### src/rtl/core_dg_pkg.sv
// Shared types and constants for the 11-bit DG codeword decoder.
package core_dg_pkg;
  localparam int CW_W  = 11;
  localparam int DW    = 8;
  localparam int SYN_W = 3;

  // Parity bit positions inside the codeword.
  localparam int P0_IDX = 4;
  localparam int P1_IDX = 5;
  localparam int P2_IDX = 7;

  typedef logic [CW_W-1:0]  cw_t;
  typedef logic [SYN_W-1:0] syn_t;
  typedef logic [DW-1:0]    dbyte_t;

  // Flip codeword bit syn+3 when the syndrome is non-zero. The index is
  // widened to 4 bits so that syn+3 (up to 10) does not wrap.
  function automatic cw_t dg_correct(input cw_t cw, input syn_t syn);
    logic [3:0] idx;
    idx = {1'b0, syn} + 4'd3;
    if (syn == '0) return cw;
    return cw ^ (cw_t'(1) << idx);
  endfunction

  // Pick the eight data bits out of a (corrected) codeword.
  function automatic dbyte_t dg_extract(input cw_t cw);
    return {cw[10], cw[9], cw[8], cw[6], cw[3:0]};
  endfunction
endpackage

### src/rtl/core_dg_syndrome.sv
// Combinational syndrome generator; also usable by an encoder-side checker.
module core_dg_syndrome
  import core_dg_pkg::*;
(
  input  cw_t  cw,
  output syn_t syn
);
  // Each syndrome bit re-checks one parity group.
  always_comb begin
    syn    = '0;
    syn[0] = cw[P0_IDX] ^ cw[6] ^ cw[8] ^ cw[10];
    syn[1] = cw[P1_IDX] ^ cw[6] ^ cw[9] ^ cw[10];
    syn[2] = cw[P2_IDX] ^ cw[8] ^ cw[9] ^ cw[10];
  end
endmodule

### src/rtl/core_dg_dec.sv
// Two-stage DG decoder: S1 holds codeword + syndrome, S2 holds the
// corrected byte. Bits [3:0] are carried through without protection.
//
// Handshake: a word moves across an interface on every rising edge where
// valid and ready are both 1. A producer holding valid keeps its payload
// stable until ready is seen; ready never depends on valid on the same side.
module core_dg_dec
  import core_dg_pkg::*;
#(
  parameter int CNT_W = 16
) (
  input  logic             clk,
  input  logic             reset,
  input  logic             in_valid,
  output logic             in_ready,
  input  cw_t              in_data,
  output logic             out_valid,
  input  logic             out_ready,
  output dbyte_t           out_data,
  output logic             out_corr,
  output syn_t             out_syn,
  input  logic             clr_cnt,
  output logic [CNT_W-1:0] err_cnt
);
  logic s1_valid;
  cw_t  s1_cw;
  syn_t s1_syn;
  logic s2_valid;
  syn_t in_syn;
  logic s1_load;
  logic s2_load;

  core_dg_syndrome u_syn (
    .cw  (in_data),
    .syn (in_syn)
  );

  assign s2_load   = !s2_valid || out_ready;
  assign s1_load   = !s1_valid || s2_load;
  assign in_ready  = !s1_valid || !s2_valid || out_ready;
  assign out_valid = s2_valid;

  // Pipeline advance: each stage loads when it is empty or drains downstream.
  always_ff @(posedge clk or posedge reset) begin
    if (reset) begin
      s1_valid <= 1'b0;
      s1_cw    <= '0;
      s1_syn   <= '0;
      s2_valid <= 1'b0;
      out_data <= '0;
      out_corr <= 1'b0;
      out_syn  <= '0;
    end else begin
      if (s2_load) begin
        s2_valid <= s1_valid;
        if (s1_valid) begin
          out_data <= dg_extract(dg_correct(s1_cw, s1_syn));
          out_corr <= (s1_syn != '0);
          out_syn  <= s1_syn;
        end
      end
      if (s1_load) begin
        s1_valid <= in_valid;
        if (in_valid) begin
          s1_cw  <= in_data;
          s1_syn <= in_syn;
        end
      end
    end
  end

  // Saturating count of corrected words leaving the block; clear has priority.
  always_ff @(posedge clk or posedge reset) begin
    if (reset) begin
      err_cnt <= '0;
    end else if (clr_cnt) begin
      err_cnt <= '0;
    end else if (s2_valid && out_ready && out_corr && (err_cnt != '1)) begin
      err_cnt <= err_cnt + CNT_W'(1);
    end
  end
endmodule
### config.mk
export PLATFORM = sky130hd
export DESIGN_NAME = core_dg_dec
export DESIGN_NICKNAME = d
export VERILOG_FILES = /design/src/rtl/core_dg_pkg.sv /design/src/rtl/core_dg_syndrome.sv /design/src/rtl/core_dg_dec.sv
export SDC_FILE = /design/constraint.sdc
export NUM_CORES = 1
export LEC_CHECK = 0
export CORE_ASPECT_RATIO = 1.5
export CORE_MARGIN = 5
export CORE_UTILIZATION = 45
export CTS_CLUSTER_SIZE = 24
export DETAILED_ROUTE_END_ITERATION = 10
export HOLD_SLACK_MARGIN = 0.06
export PLACE_DENSITY_LB_ADDON = 0.25
export SLEW_MARGIN = 10
export SYNTH_ARGS = -nofsm -noshare
export SYNTH_HDL_FRONTEND = slang
export SYNTH_HIERARCHICAL = 1
export SYNTH_SLANG_ARGS = --single-unit
### constraint.sdc
create_clock -name clk -period 2.54 [get_ports clk]
set_input_delay 0.381 -clock clk [delete_from_list [all_inputs] [get_ports clk]]
set_output_delay 0.381 -clock clk [all_outputs]
set_load 0.01 [all_outputs]
After elaboration in Yosys (flattened, before gate mapping) --
Cells that the tools add are included. W data, S select, Z words.
Cells by class: add/subtract/negate cells 2, eq/ne operators 1, shift operators 1, mux-type cells 7, bitwise operators 10, reductions and logical operators 14
Operator list (number):
- $mux W16 | 2
- $mux W11 | 2
- $add A16 B1 Y16 const B | 1
- $ne A16 B16 Y1 const B | 1
- $shl A1 B4 Y11 const A | 1
- $xor A11 B11 Y11 | 1
- $xor A1 B1 Y1 | 9
- $add A3 B2 Y4 const B | 1
- $logic_or A1 B1 Y1 | 4
- $reduce_and A2 Y1 | 2
- $logic_and A1 B1 Y1 | 3
- $logic_not A3 Y1 | 1
- $mux W1 | 3
- $reduce_bool A3 Y1 | 1
- $logic_not A1 Y1 | 2
- $reduce_bool A2 Y1 | 1
Storage, ports and cells: bits in registers 44, input bits 16, output and inout bits 30, word-level logic and storage cells 43

Depth between registers and ports, before layout --
depth in word-level cells 5, depth in mapped cells 6, depth with buffers taken out 5

By module --
The synthesis kept the hierarchy.
By module, submodules not included:
- core_dg_dec | times used 1, cells each 170, area each 1890.6 µm², sequential area each 1026.0 µm²
- core_dg_syndrome | times used 1, cells each 8, area each 70.1 µm², sequential area each 0.0 µm²

Least setup slack after synthesis --
Ideal clock, no wire load.
kind register to register, start point register err_cnt[0], end point register err_cnt[14], setup time 0.078 ns, data arrival time 1.925 ns, required time 2.462 ns, slack 0.537 ns, cell stages (with the launch flop) 7, path buffers 1, period minus slack after synthesis 2.003 ns, path through dfrtp_1 > ha_1 > nand4_2 > or3_1 > buf_2 > or4_1 > a21oi_1
Between the ends: longest elaborated chain between the ends 3, elaborated cells on any way between the ends 6, those cells by class add/sub (1); eq/ne (1); mux (2); reduce/logical (2)
Ends and longest elaborated chain:
- start: declaration | line core_dg_dec.sv:23 | output logic [CNT_W-1:0] err_cnt
- start signal: assignment | line core_dg_dec.sv:79 | err_cnt <= err_cnt + CNT_W'(1);
- $add A16 B1 Y16 / $ne A16 B16 Y1 (equally long branches) | line core_dg_dec.sv:79, core_dg_dec.sv:78
- $mux W16 / $logic_and A1 B1 Y1 (equally long branches) | line core_dg_dec.sv:78 | end else if (s2_valid && out_ready && out_corr && (err_cnt != '1)) begin
- $mux W16 / $reduce_bool A2 Y1 (equally long branches)
Several ways; a longest one is shown, not always the timed one. The select of a mux whose other input is x is not followed. A chain may end at the register's enable or synchronous reset.

Final worst setup path --
start point input out_ready, end point register err_cnt[13]
Between the ends: longest elaborated chain between the ends 4
Ends and longest elaborated chain:
- start: declaration | line core_dg_dec.sv:18 | input logic out_ready,
- $logic_and A1 B1 Y1 (3 in a row) | line core_dg_dec.sv:78
- $reduce_bool A2 Y1 (no source line)
Every way passes these cells.

==> summary.md <==
| Metric | Value |
|---|---|
| Placed insts | `267` |
| Cell internal pwr | `1.28 mW` |
| Iter 0 DRT Violations | `45` |
| Clock transition at path regs | `80 ps` |
| Grt met1 use | `16.6%` |
| Final hold slack | `481 ps` |
| Share of layout cells above drive strength 1 | `between 10% and 20%` |
| DR DRC count | `0` |
| Final setup viols | `0` |
| Number of cell rows | `29` |
| I/O Buffers | `45` |
| Peak supply drop | `0.000531 V` |
| Sequential area share after synthesis | `52.3%` |
| Die area | `between 5000 and 6000 um2` |
| Critical Path RT | `2760 ps` |
| CTS max path bufs | `2` |
| Final ANT Viol Nets | `0` |
| Critical Path End Type | `register` |
| Grt met2 use | `between 20% and 30%` |
| PostCTS Resize Cnt | `0` |
| Root Buffer | `clkbuf_8` |
| # hold bufs at CTS | `0` |
| Main synth FF type | `dfrtp_1` |
| Via density | `5.72` |
| Grt peak-use layer | `met2` |
| Vias in the first global route | `1,527` |
| Post-synthesis average cell area | `11.0 um2` |
| Largest net degree at the start of global routing | `42` |
| Total GRT Usage | `14.9%` |
| Via Count | `1,566` |
| Post-DP HPWL | `2990 um` |
| Share of Yosys cell area claimed by the top area cell type | `52.3%` |
| Rel. slew slack | `53.6%` |
| Placed Area | `between 2000 and 2500 um2` |
| Most common cell in the netlist | `dfrtp_1` |
| R2R cell count | `5` |
| Post-CTS Setup Bufs | `0` |
| Post-Syn Instances | `178` |
| Reg2reg start | `err_cnt[0]` |
| Part of the power in registers | `47.8%` |
| Worst Setup Start Kind | `input pin` |
| Grt met3 use | `3.74%` |
| CTS tree | `done` |
| Final WS setup | `330 ps` |
| Dominant cells by area after synthesis | `dfrtp_1 (52%), mux2_2 (11%), xnor2_1 (3.6%)` |
| Post-route cell area | `around 2600 um2` |
| Fmax achieved | `453 MHz` |
| Post-synth top cells | `dfrtp_1 (41), mux2_2 (19), nand2_1 (15)` |
| GPL Wtd Cong | `0.777` |
| Worst EP arrival | `2430 ps` |
| Number of buffers created by CTS | `5` |
| Initial antenna violation count | `0` |
| Combinational power share | `22.8%` |
| Hold Vio Cnt, Final | `0` |
| Number of enable flip-flop cells after synthesis | `0` |
| First-pass GRT wire length | `about 7000 um` |
| Reg2reg end | `err_cnt[14]` |
| HP Class | `reg2reg` |
| Final worst path period share | `87.0%` |
| Die X | `~64 um` |
| Pre-CTS setup slack | `around 22 ps` |
| Synthesized net count | `~200` |
| Synth warn | `6` |
| Hold depth | `2` |
| Clock power share | `29.4%` |
| Clock sinks | `41` |
| Wirelength, routed | `4090 um` |
| Seq cells post-synth | `41` |
| Maximum Capacitance Violations | `0` |
| Status | `finished, final reports clean` |
| Leading area contributor after synthesis | `dfrtp_1` |
| Ys async rst share | `100%` |
| WL/cell | `14.9 um` |
| Layout Cells excl Fill | `274` |
| H-tree Lvls | `2` |
| Pre-antenna DRT Iters | `4` |
| Core Region | `4250 um2` |
| Post-Route Skew | `4.22 ps` |
| Slew Limit Fails | `0` |
| Cell Pwr Density | `675 nW/um2` |
| Finished Core Util | `60.7%` |
| Initial Util | `46.2%` |
| Setup TNS | `0 ps` |
| Net Switching | `around 0.46 mW` |
| Worst-Margin Slew | `690 ps` |
| Grt total ovfl | `0` |
| Io pins | `46` |
| Clk Latency, worst-skew pair | `290 ps` |
| Synthesized area | `1960 um2` |
| Cell leakage power | `between 1 and 1.5 nW` |
| RSZ-0062 raised after global routing | `no` |
| Diode count | `0` |
| Hold EP | `out_data[6]` |
| WS Path Type | `in2reg` |
| Layout Nets | `245` |
| Max FO, Critical Path | `9` |
| Minimum clock period | `between 2000 and 2500 ps` |
| HP Start | `out_data[6]` |
| Switch share | `a little over a quarter` |
| Pwr Total | `1.74 mW` |
| Netlist cell types | `31` |
| Die Height | `90.8 um` |
| P&R area growth vs syn | `31.5%` |
| Reg-to-reg slack, setup | `400 ps` |
==> worst max path at each step <==
stage / start / endpoint / slack [ps] / depth (start not counted)
after CTS: out_ready / err_cnt[13] / 320 / 5
after global routing: out_ready / err_cnt[13] / 230 / 5
final: out_ready / err_cnt[13] / 330 / 5
after detailed placement: out_ready / err_cnt[13] / 20 / 5
after floorplan: err_cnt[0] / err_cnt[14] / 540 / 6
after global placement: out_ready / err_cnt[13] / 90 / 5
==> power groups by stage <==
stage	Sequential, mW	Combinational (mW)	Clock, mW
after floorplan	0.859	0.173	0
after global placement	0.843	0.397	0
after detailed placement	0.845	0.403	0
after CTS	0.833	0.405	0.526
after global routing	0.849	0.437	0.551
final	0.831	0.396	0.512
==> registers in the layout (all words and copies together), names as in the netlist <==
| name | cells |
|---|---|
| err_cnt | 16 |
| out_syn | 3 |
| out_corr | 1 |
| out_valid | 1 |
| out_data | 8 |
| s1_valid | 1 |
| s1_syn | 3 |
| s1_cw | 8 |
==> kinds of logic after synthesis <==
family	Yosys count	synth area share (%)
buffers and inverters	8	1.59
adder cells (fa/ha/maj)	1	0.638
AND/OR/NAND/NOR	62	18.5
XOR/XNOR	12	5.36
multiplexers	19	10.9
flip-flops	41	52.3
AO/OA/AOI/OAI	35	10.7
==> critical path, cell delays in order <==
cell and delay, ps:
clkdlybuf4s50_1 500, nand3_1 250, or4_4 650, or4_1 470
a21oi_1 170
==> cell type report <==
class	count	area, um2
timing repair buffer	49	480
clock buffer	5	68.8
fill	377	1670
multi-input combinational	129	903
tap	46	57.6
sequential	41	1030
clock inverter	2	35.0
inverter	2	7.51
==> routing by layer <==
layer | share of wire [%] | wire, um
met2 | 53 | 2160
met5 | 0 | 0
met3 | 4.4 | 179
met1 | 41 | 1680
met4 | 1.8 | 75
==> placed cells by master, fill, tap and decap left out, drive strengths merged <==
master / count
o311ai: 2
nor3: 3
nor2b: 1
nand4: 6
mux2: 19
nand3: 7
a21oi: 13
inv: 2
ha: 1
or4: 8
clkinv: 1
nand2: 15
o31ai: 6
bufinv: 1
o21ai: 11
o41ai: 3
or3: 5
nand2b: 4
xor2: 4
nand3b: 3
clkdlybuf4s50: 45
or2: 4
dfrtp: 41
clkbuf: 5
buf: 4
and3: 1
xnor2: 8
nor4: 1
nor2: 4
Note: power is estimated with default switching activity, not from simulation.
